### src/rtl/rob_core.sv
`default_nettype none
// ============================================================================
// Module   : rob_core
// Purpose  : Reorder buffer. Circular buffer of DEPTH entries that allocates
//            in program order, marks out-of-order completions, and retires
//            completed head entries in order. Flush empties the buffer.
//            Optional macro ROB_CMPL_BYPASS_EN lets a completion of the head
//            entry be offered for retire in the same cycle.
// Revision : 1.0 - initial release
// ============================================================================
module rob_core #(
    parameter int DEPTH  = 16,
    parameter int PREG_W = 6,
    parameter int IDX_W  = 4
) (
    input  logic              clk,
    input  logic              rstn,
    input  logic              alloc_valid,
    input  logic              alloc_has_dest,
    input  logic [4:0]        alloc_dr,
    input  logic [PREG_W-1:0] alloc_dr_p,
    input  logic [PREG_W-1:0] alloc_old_dr,
    output logic              alloc_ready,
    output logic [IDX_W-1:0]  alloc_rob_idx,
    input  logic              cmpl_valid,
    input  logic [IDX_W-1:0]  cmpl_rob_idx,
    output logic              ret_valid,
    input  logic              ret_ready,
    output logic              ret_has_dest,
    output logic [4:0]        ret_dr,
    output logic [PREG_W-1:0] ret_dr_p,
    output logic [PREG_W-1:0] ret_old_dr,
    input  logic              flush,
    output logic [IDX_W:0]    count
);

    localparam logic [IDX_W:0]   c_DEPTH_CNT = (IDX_W+1)'(DEPTH);
    localparam logic [IDX_W:0]   c_CNT_ONE   = (IDX_W+1)'(1);
    localparam logic [IDX_W-1:0] c_IDX_ONE   = IDX_W'(1);

    // Per-entry storage
    logic              valid_q    [DEPTH];
    logic              done_q     [DEPTH];
    logic              has_dest_q [DEPTH];
    logic [4:0]        dr_q       [DEPTH];
    logic [PREG_W-1:0] dr_p_q     [DEPTH];
    logic [PREG_W-1:0] old_dr_q   [DEPTH];

    logic [IDX_W-1:0]  head_q, head_d;
    logic [IDX_W-1:0]  tail_q, tail_d;
    logic [IDX_W:0]    count_q, count_d;

    logic              w_alloc_fire;
    logic              w_cmpl_fire;
    logic              w_ret_fire;
    logic              w_bypass;

`ifdef ROB_CMPL_BYPASS_EN
    assign w_bypass = cmpl_valid && (cmpl_rob_idx == head_q)
                      && valid_q[head_q] && !done_q[head_q];
`else
    assign w_bypass = 1'b0;
`endif

    // Full and empty both have head==tail; only the count tells them apart.
    assign alloc_ready   = (count_q < c_DEPTH_CNT) && !flush;
    assign alloc_rob_idx = tail_q;
    assign count         = count_q;

    assign ret_valid     = valid_q[head_q] && (done_q[head_q] || w_bypass) && !flush;
    assign ret_has_dest  = has_dest_q[head_q];
    assign ret_dr        = dr_q[head_q];
    assign ret_dr_p      = dr_p_q[head_q];
    assign ret_old_dr    = old_dr_q[head_q];

    always_comb begin
        w_alloc_fire = alloc_valid && alloc_ready;
        w_ret_fire   = ret_valid && ret_ready;
        w_cmpl_fire  = cmpl_valid && valid_q[cmpl_rob_idx] && !done_q[cmpl_rob_idx];
        head_d       = head_q;
        tail_d       = tail_q;
        count_d      = count_q;
        if (flush) begin
            head_d  = '0;
            tail_d  = '0;
            count_d = '0;
        end else begin
            if (w_alloc_fire) begin
                tail_d = tail_q + c_IDX_ONE;
            end
            if (w_ret_fire) begin
                head_d = head_q + c_IDX_ONE;
            end
            case ({w_alloc_fire, w_ret_fire})
                2'b10:   count_d = count_q + c_CNT_ONE;
                2'b01:   count_d = count_q - c_CNT_ONE;
                default: count_d = count_q;
            endcase
        end
    end

    always_ff @(posedge clk or negedge rstn) begin
        if (!rstn) begin
            head_q  <= '0;
            tail_q  <= '0;
            count_q <= '0;
        end else begin
            head_q  <= head_d;
            tail_q  <= tail_d;
            count_q <= count_d;
        end
    end

    // Alloc only targets an empty slot and retire only a full one, so the
    // three updates below never collide on the same entry in a useful way;
    // retire is ordered last so a head completed and retired together clears.
    always_ff @(posedge clk or negedge rstn) begin
        if (!rstn) begin
            for (int i = 0; i < DEPTH; i++) begin
                valid_q[i]    <= 1'b0;
                done_q[i]     <= 1'b0;
                has_dest_q[i] <= 1'b0;
                dr_q[i]       <= '0;
                dr_p_q[i]     <= '0;
                old_dr_q[i]   <= '0;
            end
        end else if (flush) begin
            for (int i = 0; i < DEPTH; i++) begin
                valid_q[i] <= 1'b0;
                done_q[i]  <= 1'b0;
            end
        end else begin
            if (w_alloc_fire) begin
                valid_q[tail_q]    <= 1'b1;
                done_q[tail_q]     <= 1'b0;
                has_dest_q[tail_q] <= alloc_has_dest;
                dr_q[tail_q]       <= alloc_dr;
                dr_p_q[tail_q]     <= alloc_dr_p;
                old_dr_q[tail_q]   <= alloc_old_dr;
            end
            if (w_cmpl_fire) begin
                done_q[cmpl_rob_idx] <= 1'b1;
            end
            if (w_ret_fire) begin
                valid_q[head_q] <= 1'b0;
                done_q[head_q]  <= 1'b0;
            end
        end
    end

endmodule
`default_nettype wire

### config.mk
export PLATFORM = sky130hd
export DESIGN_NAME = rob_core
export DESIGN_NICKNAME = d
export VERILOG_FILES = /design/src/rtl/rob_core.sv
export SDC_FILE = /design/constraint.sdc
export NUM_CORES = 1
export LEC_CHECK = 0
export BUFFER_PORTS_ARGS = -buffer_cell sky130_fd_sc_hd__buf_4
export CAP_MARGIN = 10
export CORE_ASPECT_RATIO = 2
export CORE_MARGIN = 5
export CORE_UTILIZATION = 35
export CTS_BUF_LIST = sky130_fd_sc_hd__clkbuf_4 sky130_fd_sc_hd__clkbuf_8
export CTS_CLUSTER_SIZE = 14
export DETAILED_ROUTE_END_ITERATION = 8
export GPL_TIMING_DRIVEN = 0
export PLACE_DENSITY = 0.51
export SKIP_CTS_REPAIR_TIMING = 1
export SLEW_MARGIN = 10
export SYNTH_ARGS = -nofsm -noshare
export SYNTH_HDL_FRONTEND = slang
export SYNTH_SLANG_ARGS = --single-unit
### constraint.sdc
create_clock -name clk -period 6.1 [get_ports clk]
set_clock_uncertainty 0.15 [all_clocks]
set_input_delay 0.61 -clock clk [delete_from_list [all_inputs] [get_ports clk]]
set_output_delay 0.61 -clock clk [all_outputs]
set_load 0.01 [all_outputs]
==> summary.md <==
| Metric | Value |
|---|---|
| Commonest non-fill, non-tap cells in the layout | dfrtp_1 (333), mux2_2 (289), mux4_2 (93), clkbuf_8 (60), clkbuf_1 (57) |
| Power Density | 272 mW/mm^2 |
| Setup crit end kind | primary output |
| Worst-skew pair later-pin latency | 0.59 ns |
| Fraction of the mapped netlist area in adder cells | 0.802% |
| Setup CP Type | flop to primary output |
| Share of synthesized cell area in and, or, nand and nor gates | 3.47% |
| Grt ovf | 0 |
| Global-route wire length before repair | 70400 um |
| Largest net degree at the start of global routing | 104 |
| Delay-heaviest family, CP | buffers and inverters |
| Hold Path Class | input port to flop |
| Core area | 0.0442 mm^2 |
| Final nets | ~1.2k |
| F_max | 221 MHz |
| Initial antenna violation count | 2 |
| Area after DPL | 0.0168 mm^2 |
| Data arrival, critical path | 3.77 ns |
| DRT antenna net count | 0 |
| Post-route minimum period | approximately 4.5 ns |
| RSZ-0062 raised after global routing | false |
| Synth top area share | 53.4% |
| Via Count | about 9.5k |
| Syn avg cell area | 15.0 um^2 |
| Maximum vdd drop | ~150 uV |
| FF+latch count, synth | 333 |
| Placer Congestion | 0.832 |
| Largest family of logic cells by synthesized area | multiplexers |
| Mux cell area share after synthesis | around 35% |
| Number of flops mapped to enable cells by yosys | 0 |
| Register area share after synthesis | 53.4% |
| CTS tree | yes |
| Final hold vios | 0 |
| Worst slew pin tran | 1.34 ns |
| Bufs on Longest Clock Path | 3 |
| I/O Pins | 57 |
| Static leakage | 8.10 nW |
| Clock input transition at the sequential cells of the worst setup and hold paths | approximately 0.07 ns |
| Die width | 159 um |
| Clock buffer count from CTS | a little under 50 |
| Mapped cell area | ~0.016 mm^2 |
| Iter 0 DRT Violations | around 480 |
| Async SR Flop Fraction | between 90% and 100% |
| Max cap viols | 0 |
| Drt wl/cell | roughly 27 um |
| Clock Root Buffer | clkbuf_8 |
| Worst Setup Start Kind | flop |
| Slew Viols, Final | 0 |
| Final period utilization | 74.3% |
| Result of the run | finished clean |
| H-tree depth | 2 |
| Full die area | 0.0491 mm^2 |
| Crit-path slowest cell | clkbuf_1 |
| Layout cells sized above 1 | 47.3% |
| GRT Overall Usage | 19.2% |
| Max FO, Critical Path | 10 |
| Vias in the first global route | 10.6k |
| Initial Utilization | between 30% and 40% |
| Ys flop type | dfrtp_1 |
| CP Data Required Time | 5.34 ns |
| Syn nets | 1079 |
| Largest cells by area after synthesis | dfrtp_1 (53%), mux2_2 (21%), mux4_2 (13%), clkbuf_1 (1.4%), buf_2 (0.83%) |
| Worst Path Buf+Inv | 3 |
| # DRC | 0 |
| Synth unique cells | 51 |
| CP max stage delay | roughly 0.96 ns |
| Port Buffers | 55 |
| Finished Cell Area | 0.0178 mm^2 |
| Relative slew margins | between 10% and 20% |
| Post-DP HPWL | 31600 um |
| Compound-Gate Fraction of Synth Area | 4.02% |
| Drt total wl | 46500 um |
| Area Overhead vs Synth | 14.2% |
| Hold Slack | 0.141 ns |
| Commonest non-fill, non-tap cell in the layout | dfrtp_1 |
| Die height | between 300 and 400 um |
| Site row count | 109 |
| Gate Count Post-Synth | 1041 |
| Critical Path, Cell by Cell | clkbuf_1 > clkbuf_1 > mux4_2 > mux4_2 > buf_4 |
| Clock sink count | 333 |
| Ys Warns | 0 |
| Routed vias/inst | 5.45 |
| Final setup violation count | 0 |
| Cell taking the most area after synthesis | dfrtp_1 |
| Setup tns final | 0 ns |
| First-pass DRT Iterations | 4 |
| Synth Area in XOR/XNOR | less than 1% |
worst paths after layout:
kind | start | end | slack (ns) | cells past startpoint
worst max-delay path | head_q[1] | ret_dr[2] | 1.57 | 5
worst min-delay path | alloc_dr[3] | dr_q[18] | 0.14 | 2
worst max register to register | head_q[2] | count[4] | 2.60 | 13
worst min register to register | old_dr_q[33] | old_dr_q[33] | 0.35 | 1
max in group asynchronous | rstn | valid_q[8] | 4.12 | 4
min in group asynchronous | rstn | dr_p_q[1] | 0.34 | 2
cell families after synthesis:
logic type	Yosys count
flip-flops	333
AND/OR/NAND/NOR	106
multiplexers	387
adder cells (fa/ha/maj)	10
buffers and inverters	117
XOR/XNOR	8
AO/OA/AOI/OAI	80
metal layers:
metal,track usage (%),part of all wire (%),vias to the layer above
li1,-,-,4107
met2,35.9,55,189
met5,0,0.028,-
met3,2.88,3.4,111
met1,20.9,36,5077
met4,9.73,5.6,2
state kept, by name (all words and copies together), names as in the netlist:
name           flops
alloc_rob_idx      4
count              5
done_q            16
dr_p_q            96
dr_q              80
has_dest_q        16
head_q             4
old_dr_q          96
valid_q           16
worst reg2reg max path, cell delays in order (launching register included):
cell and delay (ns):
dfrtp_1 0.48, buf_2 0.30, mux4_2 0.34, o2bb2ai_1 0.19, o32ai_2 0.34, buf_6 0.20, nand2_1 0.11, xnor2_1 0.14
ha_1 0.21, or3_1 0.31, a21oi_1 0.15, nand2_1 0.08, o32a_1 0.28, a21oi_1 0.14
synth_stat cells (all sizes together), types with 9 or more instances:
cell    instances
a211oi         11
a21oi          11
a221oi          9
a22oi           9
a311oi         11
buf            34
clkbuf         59
dfrtp         333
ha             10
inv            23
mux2          289
mux4           93
nand2          18
nand3          17
nor2           25
nor2b          17
metrics by stage:
step | cells | worst slack, ns | total power, mW | utilization (%)
global placement | 1651 | 1.01 | 3.00 | 37.8
floorplan | 1041 | 2.99 | 2.78 | -
CTS | 1737 | 1.47 | 4.92 | 40.3
detailed placement | 1655 | 2.12 | 3.03 | 38.0
finish | 1739 | 1.57 | 4.85 | 40.3
global route | 1739 | 1.50 | 5.06 | 40.3
final cells by class:
cell class | instances | area [um^2]
well taps | 555 | 694
multi-input cells | 591 | 6760
clock inverters | 4 | 30.0
fillers | 4243 | 26400
clock buffers | 78 | 961
diodes | 1 | 2.50
flip-flops and latches | 333 | 8330
inverters | 24 | 90.1
repair buffers | 60 | 524
plain buffers | 93 | 415
power breakdown:
part	leakage [nW]	total [mW]	switching, mW	internal (mW)
Clock	0.527	1.87	0.881	0.992
Combinational	3.04	0.523	0.235	0.289
Sequential	4.54	2.45	0.0807	2.37
Total	8.10	4.85	1.20	3.65
(Power assumes the default switching activity.)
